==> src/rtl/pipeline_hazard_ctrl.sv <==
// pipeline_hazard_ctrl: forwarding, load-use/branch hazards, memory-wait freeze with timeout, perf counters
module pipeline_hazard_ctrl #(
  parameter int MEM_TIMEOUT = 16,
  parameter int CNT_W       = 16
) (
  input  logic             clk_i,
  input  logic             reset_n_i,
  input  logic [4:0]       id_rs1_addr_i,
  input  logic [4:0]       id_rs2_addr_i,
  input  logic             id_use_rs1_i,
  input  logic             id_use_rs2_i,
  input  logic [4:0]       idex_rs1_addr_i,
  input  logic [4:0]       idex_rs2_addr_i,
  input  logic [4:0]       idex_rd_addr_i,
  input  logic             idex_mem_read_i,
  input  logic             idex_valid_i,
  input  logic [4:0]       exmem_rd_addr_i,
  input  logic             exmem_reg_write_i,
  input  logic             exmem_valid_i,
  input  logic [4:0]       memwb_rd_addr_i,
  input  logic             memwb_reg_write_i,
  input  logic             memwb_valid_i,
  input  logic             branch_taken_i,
  input  logic             dmem_req_i,
  input  logic             dmem_ready_i,
  output logic             pc_stall_o,
  output logic             ifid_stall_o,
  output logic             ifid_flush_o,
  output logic             idex_flush_o,
  output logic             pipe_freeze_o,
  output logic [1:0]       forward_a_o,
  output logic [1:0]       forward_b_o,
  output logic             mem_timeout_o,
  output logic [CNT_W-1:0] stall_count_o,
  output logic [CNT_W-1:0] flush_count_o
);
  localparam int WCW = $clog2(MEM_TIMEOUT + 1);
  typedef enum logic {S_RUN, S_WAIT} state_t;
  state_t           state_q, state_d;
  logic [WCW-1:0]   wait_cnt_q, wait_cnt_d;
  logic             mem_timeout_q, mem_timeout_d;
  logic [CNT_W-1:0] stall_count_q, stall_count_d;
  logic [CNT_W-1:0] flush_count_q, flush_count_d;
  logic             ex_a, ex_b, wb_a, wb_b;
  logic             load_use, start_wait, freeze, flush_ev;

  // EX operand selects: youngest producer (EX/MEM) wins, x0 never forwarded
  always_comb begin
    ex_a = exmem_valid_i & exmem_reg_write_i & (exmem_rd_addr_i != 5'd0) & (exmem_rd_addr_i == idex_rs1_addr_i);
    ex_b = exmem_valid_i & exmem_reg_write_i & (exmem_rd_addr_i != 5'd0) & (exmem_rd_addr_i == idex_rs2_addr_i);
    wb_a = memwb_valid_i & memwb_reg_write_i & (memwb_rd_addr_i != 5'd0) & (memwb_rd_addr_i == idex_rs1_addr_i);
    wb_b = memwb_valid_i & memwb_reg_write_i & (memwb_rd_addr_i != 5'd0) & (memwb_rd_addr_i == idex_rs2_addr_i);
    forward_a_o = !reset_n_i ? 2'b00 : ex_a ? 2'b10 : wb_a ? 2'b01 : 2'b00;
    forward_b_o = !reset_n_i ? 2'b00 : ex_b ? 2'b10 : wb_b ? 2'b01 : 2'b00;
  end

  // Stall/flush/freeze: freeze beats flushes, flushes beat load-use; the timeout cycle flushes instead of re-waiting
  always_comb begin
    load_use   = idex_valid_i & idex_mem_read_i & (idex_rd_addr_i != 5'd0) &
                 ((id_use_rs1_i & (id_rs1_addr_i == idex_rd_addr_i)) |
                  (id_use_rs2_i & (id_rs2_addr_i == idex_rd_addr_i)));
    start_wait = (state_q == S_RUN) & dmem_req_i & ~dmem_ready_i & ~mem_timeout_q;
    freeze     = start_wait | ((state_q == S_WAIT) & ~dmem_ready_i);
    flush_ev   = branch_taken_i | mem_timeout_q;
    pipe_freeze_o = reset_n_i & freeze;
    pc_stall_o    = reset_n_i & (freeze | (~flush_ev & load_use));
    ifid_stall_o  = reset_n_i & (freeze | (~flush_ev & load_use));
    ifid_flush_o  = reset_n_i & ~freeze & flush_ev;
    idex_flush_o  = reset_n_i & ~freeze & (flush_ev | load_use);
    mem_timeout_o = reset_n_i & mem_timeout_q;
  end

  // Memory-wait FSM: count not-ready cycles, abandon the access after MEM_TIMEOUT of them
  always_comb begin
    state_d       = state_q;
    wait_cnt_d    = wait_cnt_q;
    mem_timeout_d = 1'b0;
    if (state_q == S_RUN) begin
      if (start_wait) begin
        state_d    = S_WAIT;
        wait_cnt_d = WCW'(1);
      end
    end else if (dmem_ready_i) begin
      state_d    = S_RUN;
      wait_cnt_d = '0;
    end else if (wait_cnt_q == WCW'(MEM_TIMEOUT)) begin
      state_d       = S_RUN;
      wait_cnt_d    = '0;
      mem_timeout_d = 1'b1;
    end else begin
      wait_cnt_d = wait_cnt_q + WCW'(1);
    end
  end

  // Wrapping performance counters
  always_comb begin
    stall_count_d = stall_count_q + CNT_W'(pc_stall_o);
    flush_count_d = flush_count_q + CNT_W'((branch_taken_i & ~freeze) | mem_timeout_q);
  end

  // State and counter registers with synchronous active-low reset
  always_ff @(posedge clk_i) begin
    if (!reset_n_i) begin
      state_q       <= S_RUN;
      wait_cnt_q    <= '0;
      mem_timeout_q <= 1'b0;
      stall_count_q <= '0;
      flush_count_q <= '0;
    end else begin
      state_q       <= state_d;
      wait_cnt_q    <= wait_cnt_d;
      mem_timeout_q <= mem_timeout_d;
      stall_count_q <= stall_count_d;
      flush_count_q <= flush_count_d;
    end
  end

  assign stall_count_o = stall_count_q;
  assign flush_count_o = flush_count_q;
endmodule

==> config.mk <==
export PLATFORM = sky130hd
export DESIGN_NAME = pipeline_hazard_ctrl
export DESIGN_NICKNAME = d
export VERILOG_FILES = /design/src/rtl/pipeline_hazard_ctrl.sv
export SDC_FILE = /design/constraint.sdc
export NUM_CORES = 1
export LEC_CHECK = 0
export ABC_AREA = 0
export CORE_ASPECT_RATIO = 1.2
export CORE_MARGIN = 3
export CORE_UTILIZATION = 29
export DETAILED_ROUTE_END_ITERATION = 10
export PLACE_DENSITY = 0.66
export SYNTH_ARGS = -nofsm -noshare
export SYNTH_HDL_FRONTEND = slang
export SYNTH_SLANG_ARGS = --single-unit
export TNS_END_PERCENT = 1
==> constraint.sdc <==
create_clock -name clk_i -period 2.7 [get_ports clk_i]
set_input_delay 0.54 -clock clk_i [delete_from_list [all_inputs] [get_ports clk_i]]
set_output_delay 0.54 -clock clk_i [all_outputs]
set_load 0.05 [all_outputs]
======== Word level (Yosys, flattened, before mapping) ========
Cells that the tools add are included.
storage, ports and cells
  bits in registers ....................... 39
  output and inout bits ................... 42
cells by class
  $add $sub $neg .......................... 3
  equality and inequality tests ........... 7
  mux-type cells .......................... 15
  bitwise operators ....................... 38
  reductions and logical operators ........ 5
operator list
  operator                                     count
  equality test 5 bit                          6
  AND 1 bit                                    24
  two-way mux 5 bit                            4
  adder 16 x 1 -> 16 bit                       1
  adder 16 bit                                 1
  AND 1 x 16 -> 16 bit                         1
  NOT 1 -> 16 bit                              1
  bitwise OR 16 x 1 -> 16 bit                  1
  nonzero test 5 bit                           3
  two-way mux 2 bit                            4
  two-way mux 1 bit                            7
  NOT 1 bit                                    6
  adder 5 x 1 -> 5 bit, second input constant  1
  equality test 5 bit, second input constant   1
  bitwise OR 1 bit                             5
  OR reduction 3 bit                           1
  nonzero test 2 bit                           1

======== Logic depth before layout (Yosys ltp) ========
Gate-level depths: netlist of the first run.
  word-level depth ........................ 9
  gate-level depth with buffers ........... 10
  mapped depth without buffers ............ 10

======== Worst setup path after synthesis of the first run ========
OpenSTA, ideal clock, no wires.
  kind .................................... input port to flip-flop
  from .................................... in idex_rd_addr_i[3]
  to ...................................... reg stall_count_q[12] (netlist: stall_count_o[12])
  setup time .............................. 0.128 ns
  arrival time ............................ 3.736 ns
  required time ........................... 2.572 ns
  setup slack ............................. -1.164 ns
  stages on the path ...................... 10
  cells stage by stage .................... xor2_1 nor4_1 a32oi_1 o31ai_1 ha_1 ha_1 nand3_1 nor4_1 xnor2_1 nor2_1
on the way
  word-level cells in the longest chain between the ends .. 8
  elaborated cells on any way between the ends .. 12
  classes of those cells .................. add/sub: 1; eq/ne: 2; bitwise: 8; reduce/logical: 1
RTL lines
  what                                    line    text
  start, declared                         14      input logic [4:0] idex_rd_addr_i,
  equality test 5 bit (on tied branches)  60, 61
  AND 1 bit (on tied branches)            60, 61
  bitwise OR 1 bit                        60      ((id_use_rs1_i & (id_rs1_addr_i == idex_rd_addr_i)) |
  AND 1 bit *                             59      load_use = idex_valid_i & idex_mem_read_i & (idex_rd_addr_i != 5'd0) &
  AND 1 bit *                             --
  bitwise OR 1 bit *                      --
  AND 1 bit *                             --
  via ifid_stall_o                        27      output logic ifid_stall_o,
  adder 16 x 1 -> 16 bit *                97      stall_count_d = stall_count_q + CNT_W'(pc_stall_o);
  end signal, assigned                    113     stall_count_q <= stall_count_d;
  end, declared                           42      logic [CNT_W-1:0] stall_count_q, stall_count_d;
Mark *: on every way through the listed nets, which the timed path passes. The rest lies on a longest branch.
A chain may end at the register's enable or synchronous reset.

======== Final worst setup path of the first run ========
  from .................................... in id_rs2_addr_i[3]
  to ...................................... out idex_flush_o
on the way
  word-level cells in the longest chain between the ends .. 6
RTL lines
  what                 line  text
  start, declared      9     input logic [4:0] id_rs2_addr_i,
  equality test 5 bit  61    (id_use_rs2_i & (id_rs2_addr_i == idex_rd_addr_i)));
  AND 1 bit            61
  bitwise OR 1 bit     60
  AND 1 bit            59
  bitwise OR 1 bit     69    idex_flush_o = reset_n_i & ~freeze & (flush_ev | load_use);
  AND 1 bit            69
  end, declared        29    output logic idex_flush_o,
Every way passes these cells.

==> results.md, run 1 <==
- Status: complete, no violations
- Vias/cell: 4.96
- Sequential share of the synthesized area: 0.360
- Final hold vios: 0
- DRT antenna net count: 0
- CTS tree: yes
- PwrDens: 336 mW/mm^2
- TritonCTS buffer count: 5
- Initial antenna violation count: 0
- Post-Syn Area: 0.00217 mm^2
- Register bit total from synthesis: 39
- Hold path cells: 2
- Initial core utilization: 0.307
- Worst-margin pin slew: 542 ps
- Yosys cell types: 37
- Post-synth EDFFs: 0
- Die area: 0.00856 mm^2
- Class of the most critical setup path: in2out
- Largest incremental delay on the critical path: 410 ps
- Share of layout cells above drive strength 1: 0.205
- Via count: 2318
- Fin area: 0.00370 mm^2
- Largest net degree at the start of global routing: 31
- Cell taking the most area after synthesis: dfxtp_1
- Hold/Removal Path Class: reg2reg
- Wirelength per Cell: 13.3 um
- Sequential share of power: 0.473
- CTS Hold Bufs: 0
- Ports: 90
- Clk_skew: 6.64 ps
- FP Rows: 33
- Pleak: 1.43 nW
- Crit-path max FO: 2
- Max-cap violation count: 0
- Final Setup Violations: 0
- H-tree lvl count: 2
- Post-DP Area: 0.00351 mm^2
- Post-layout worst setup margin: 34.8 ps
- Top cell type's share of synthesized area: 0.360
- First-pass DRT Iterations: 4
- Clock power share: 0.320
- Core footprint: 0.00706 mm^2
- Slew HR: 0.638
- First-pass GRT wire length: 10.4 mm
- Post-Route Setup TNS: 0 ps
- Detailed Route WL: 6.19 mm
- Sw Ratio: 0.263
- Cells after Synth: 254
- PortBufs: 89
- WP data arrival: 2130 ps
- Clock insertion delay at the later pin of the skew report: 290 ps
- Internal power: 0.915 mW
- Sw power: 0.327 mW
- CP Launch Type: input pin
- Inserted Diodes: 0
- CP cell instances: clkdlybuf4s50_1, xor2_1, nor4_2, a32oi_2, buf_4, o41ai_4, buf_12
- Ys flop type: dfxtp_1
- Number of global-route vias before repair: 2426
- Overflow after GRT: 0
- CP Capture Type: output pin
- Final worst path period need: 2670 ps
- Width of the die: 85.0 um
- Max-slew violation count: 0
- P&R area growth vs syn: 70.5%
- Drt first-iter violations: 89
- Average size of a mapped cell: 8.54 um^2
- Fraction of registers with async set/reset: 0
- Synth warnings: 0
- CTS Root Cell: clkbuf_8
- Multi-input logic area: 0.00148 mm^2
- Longest Clk Path Bufs: 2
- Period utilization: 0.987
- Count leader, synth: dfxtp_1
- Pre-CTS WS: -588 ps
- Gp weighted congestion: 0.882
- Clock slew at reported path FFs: 70 ps
- Core Util, Final: 0.524
- Unrepaired setup endpoints after global routing: yes
- GRT Total Usage: 0.147
- VDD IR-drop max: 182 uV
- R2R depth: 9
- Required time of the critical path: 2160 ps
- Fill cells: 689
- F_max: 0.375 GHz
- FF+latch area: 781 um^2
- Syn Nets: 308
- Ranking of synthesized cells by area: dfxtp_1 36%, xor2_1 14%, xnor2_1 7.3%
- Top cells by count, synth: 39 x dfxtp_1, 34 x xor2_1, 29 x nor2_1
- Clk sinks: 39
- Gate power share: 0.207
- Crit path max-delay cell type: clkdlybuf4s50_1
- DIE HEIGHT: 101 um
- DRC Markers: 0
- Nets: 434
- Dpl hpwl: 4.96 mm
## cell usage in the layout, fill, tap and decap left out, types with 5 or more instances in the layout
cell type and count:
a21oi_1 10, and2_1 8, buf_12 8, buf_4 37, clkbuf_8 6, clkdlybuf4s15_1 7
clkdlybuf4s50_1 52, dfxtp_1 39, dlygate4sd2_1 11, dlymetal6s2s_1 5, ha_1 5, inv_1 8
nand2_1 12, nand3_1 12, nand4_1 9, nor2_1 29, nor4_2 6, o21ai_0 9
or3_1 6, xnor2_1 18, xor2_1 34
## flip-flops by register name, indices dropped and copies added, names as in the netlist
register       count
flush_count_o     16
stall_count_o     16
wait_cnt_q         5
mem_timeout_q      1
state_q            1
## cells by family (layout without fill, tap and decap cells)
family                   after synthesis  count (layout)  share of synthesized area
adder cells (fa/ha/maj)                6               6                     0.0346
flip-flops                            39              39                      0.360
multiplexers                           1               1                    0.00461
AO/OA/AOI/OAI                         31              31                     0.0882
buffers and inverters                 13             139                     0.0242
AND/OR/NAND/NOR                      112             112                      0.279
XOR/XNOR                              52              52                      0.210
## area by class of cell
type	instances	share of cell area
Sequential cell	39	0.211
Clock inverter	1	0.00135
Clock buffer	6	0.0223
Tap cell	87	0.0294
Timing Repair Buffer	124	0.326
Multi-Input combinational cell	202	0.401
Inverter	8	0.00812
## path summary, 6_finish.rpt
kind / from / to / slack [ps]
setup reg to reg: mem_timeout_q / flush_count_o[15] / 420
hold / removal: stall_count_o[15] / stall_count_o[15] / 490
setup / recovery: id_rs2_addr_i[3] / idex_flush_o / 30
hold reg to reg: stall_count_o[15] / stall_count_o[15] / 490
## worst max-delay path: cells and delay by family
family | cells | cell delay [ps]
xor+xnor | 1 | 150
buf+inv | 3 | 760
compound gates | 2 | 500
simple gates | 1 | 170
## repair_timing
action / 4_1_cts / 5_1_grt
setup endpoints to repair: 18 / 15
setup buffers: 2 / 1
gates resized for setup: 38 / 19
pin swaps: 15 / 12
## through the flow
step / std cells / hold slack [ps] / power (mW)
4_1_cts: 466 / 488 / 1.25
6_report: 467 / 486 / 1.24
3_3_place_gp: 457 / 463 / 0.852
5_1_grt: 467 / 522 / 1.29
3_5_place_dp: 457 / 475 / 0.855
2_1_floorplan: 254 / 471 / 0.702
## power groups by stage
stage               logic [mW]  registers [mW]  clock network, mW
finish                   0.258           0.587              0.397
global route             0.279           0.588              0.425
CTS                      0.256           0.587              0.410
detailed placement       0.254           0.601                  0
global placement         0.251           0.600                  0
floorplan               0.0872           0.614                  0
## per-layer routing
| metal | routed length [um] | vias to the layer above | global-route usage |
|---|---|---|---|
| met3 | 584 | 9 | 0.0482 |
| met5 | 0 | - | 0 |
| met4 | 135 | 0 | 0.0560 |
| met1 | 2370 | 1065 | 0.149 |
| li1 | - | 1152 | - |
| met2 | 3110 | 92 | 0.278 |
(Power assumes the default switching activity.)
==> run 2: changes to the inputs <==
CORE_UTILIZATION = 39   (was 29)
GPL_TIMING_DRIVEN = 0   (was unset)
PLACE_DENSITY = 0.83   (was 0.66)
==> run 2 against run 1 <==
  * Largest cell class unchanged
  * Highest routed layer unchanged
  * Sequential share of layout area grew 2.0 points
  * Total power grew 4.2%
  * Register-to-register slack lost 20 ps
  * Final cell count shrank 11%
  * Clock skew grew 3.8 ps
  * Critical endpoint is now forward_a_o[0]
  * Combinational power shrank 17%
  * Worst hold slack lost 6.8 ps
  * Count of clock-buffer cells in the layout is the same
  * Fmax is essentially flat
  * Routed wire length shrank 12%
  * Critical path depth shrank 1
==> results.md, run 2 (same netlist as run 1, synthesis figures left out) <==
- Multi-input logic area: 0.00149 mm^2 (+0.59%)
- H-tree lvl count: 2 (unchanged)
- CTS Hold Bufs: 0 (unchanged)
- Crit-path max FO: 3 (+1)
- Required time of the critical path: 2160 ps (about the same)
- Pleak: 1.23 nW (-14%)
- Period utilization: 0.988 (about the same)
- Post-Route Setup TNS: 0 ps (unchanged)
- Overflow after GRT: 0 (unchanged)
- Longest Clk Path Bufs: 2 (unchanged)
- Commonest non-fill, non-tap cell in the layout: clkdlybuf4s50_1
- Final hold vios: 0 (unchanged)
- WP data arrival: 2130 ps (about the same)
- FF+latch area: 781 um^2 (unchanged)
- CP Capture Type: output pin
- TritonCTS buffer count: 5 (unchanged)
- Slew HR: 0.622 (-0.0161)
- Nets: 407 (-6.2%)
- P&R area growth vs syn: 55.5%
- DRT antenna net count: 0 (unchanged)
- Final Setup Violations: 0 (unchanged)
- Fill cells: 439 (-36%)
- Dpl hpwl: 4.38 mm (-12%)
- Fin cells: 416 (-11%)
- Max-slew violation count: 0 (unchanged)
- VDD IR-drop max: 280 uV (+54%)
- Gp weighted congestion: 0.831 (-5.8%)
- Die area: 0.00650 mm^2 (-24%)
- DRC Markers: 0 (unchanged)
- Hold path startpoint: flush_count_o[15]
- Unrepaired setup endpoints after global routing: yes
- Status: complete, no violations
- Core footprint: 0.00533 mm^2 (-24%)
- Via count: 2158 (-6.9%)
- CTS Root Cell: clkbuf_8
- Core Util, Final: 0.632 (+0.109)
- Share of layout cells above drive strength 1: 0.141 (-0.0640)
- PwrDens: 384 mW/mm^2 (+14%)
- Clk_skew: 10.5 ps (+3.83 ps)
- Max-cap violation count: 0 (unchanged)
- Width of the die: 74.1 um (-13%)
- Vias/cell: 5.19 (+4.5%)
- Total Power: 1.29 mW (+4.2%)
- First-pass GRT wire length: 8.99 mm (-13%)
- Drt first-iter violations: 83 (-6.7%)
- Initial antenna violation count: 0 (unchanged)
- F_max: 0.375 GHz (about the same)
- Detailed Route WL: 5.43 mm (-12%)
- Wirelength per Cell: 13.0 um (-1.6%)
- First-pass DRT Iterations: 4 (unchanged)
- Number of global-route vias before repair: 2123 (-12%)
- CP Launch Type: input pin
- Fin area: 0.00337 mm^2 (-8.8%)
- Post-DP Area: 0.00318 mm^2 (-9.2%)
- Reg-to-Reg Start: mem_timeout_q
- Final worst path period need: 2670 ps (+2.26 ps)
- Largest net degree at the start of global routing: 13 (-58%)
- Clock insertion delay at the later pin of the skew report: 290 ps (about the same)
- Placed cells: 405 (-11%)
- Hold/Removal Path Class: reg2reg
- Clk sinks: 39 (unchanged)
- PortBufs: 89 (unchanged)
- FP Rows: 29 (-12%)
- Class of the most critical setup path: in2out
- Inserted Diodes: 0 (unchanged)
- Commonest non-fill, non-tap cells in the layout: 56 x clkdlybuf4s50_1, 39 x dfxtp_1, 33 x xor2_1
- Worst-margin pin slew: 566 ps (+24.6 ps)
- CTS tree: yes
- Post-layout worst setup margin: 32.5 ps (-2.26 ps)
- Initial core utilization: 0.407 (+0.0995)
- Critical Path Start: exmem_rd_addr_i[1]
- Hold WS: 479 ps (-6.75 ps)
- Ports: 90 (unchanged)
- DIE HEIGHT: 87.7 um (-13%)
- Clock slew at reported path FFs: 70 ps (about the same)
- GRT Total Usage: 0.173 (+0.0254)
- Pre-CTS WS: -894 ps (-307 ps)
## run 2: cell types whose count changed in the layout (fill, tap and decap cells not counted), sizes merged
| cell | previous run | this run |
|---|---|---|
| buf | 45 | 14 |
| dlygate4sd2 | 11 | 15 |
| dlymetal6s2s | 5 | 0 |
| clkbuf | 10 | 11 |
| bufinv | 0 | 1 |
| clkdlybuf4s50 | 52 | 56 |
## run 2: final cells by class
class,instances,area share
clock buffers,6,0.0245
flip-flops and latches,39,0.231
clock inverters,2,0.0104
well taps,62,0.0230
multi-input cells,202,0.443
repair buffers,92,0.253
plain buffers,5,0.00668
inverters,8,0.00890
## run 2: where the power goes
part	switching, mW	total, mW	internal [mW]
clock	0.194	0.493	0.299
sequential	0.00580	0.587	0.581
combinational	0.112	0.214	0.103
## run 2: routing by layer
metal  part of all wire  GRT usage  vias to the layer above  routed length, um
met3              0.067     0.0528                        8                361
met5                  0          0                        -                  0
met1               0.40      0.192                      976               2160
met4              0.018     0.0692                        0                100
met2               0.52      0.303                       81               2810
li1                   -          -                     1093                  -
## run 2: path summary, 6_finish.rpt
check / end / slack [ps] / cells after the start
hold reg to reg: flush_count_o[15] / 480 / 2
setup / recovery: forward_a_o[0] / 30 / 6
hold / removal: flush_count_o[15] / 480 / 2
setup reg to reg: stall_count_o[13] / 400 / 8
## run 2: what timing repair did
item,CTS,global route
gates resized for setup,100,7
endpoints found under the setup margin,21,15
pin swaps,14,4
setup buffers,3,0
## run 2: critical path, stage by stage
cell and delay [ps]:
clkdlybuf4s15_1 230, or4_1 540, o211ai_1 270, nor4_2 80, nor4_2 230, buf_4 240
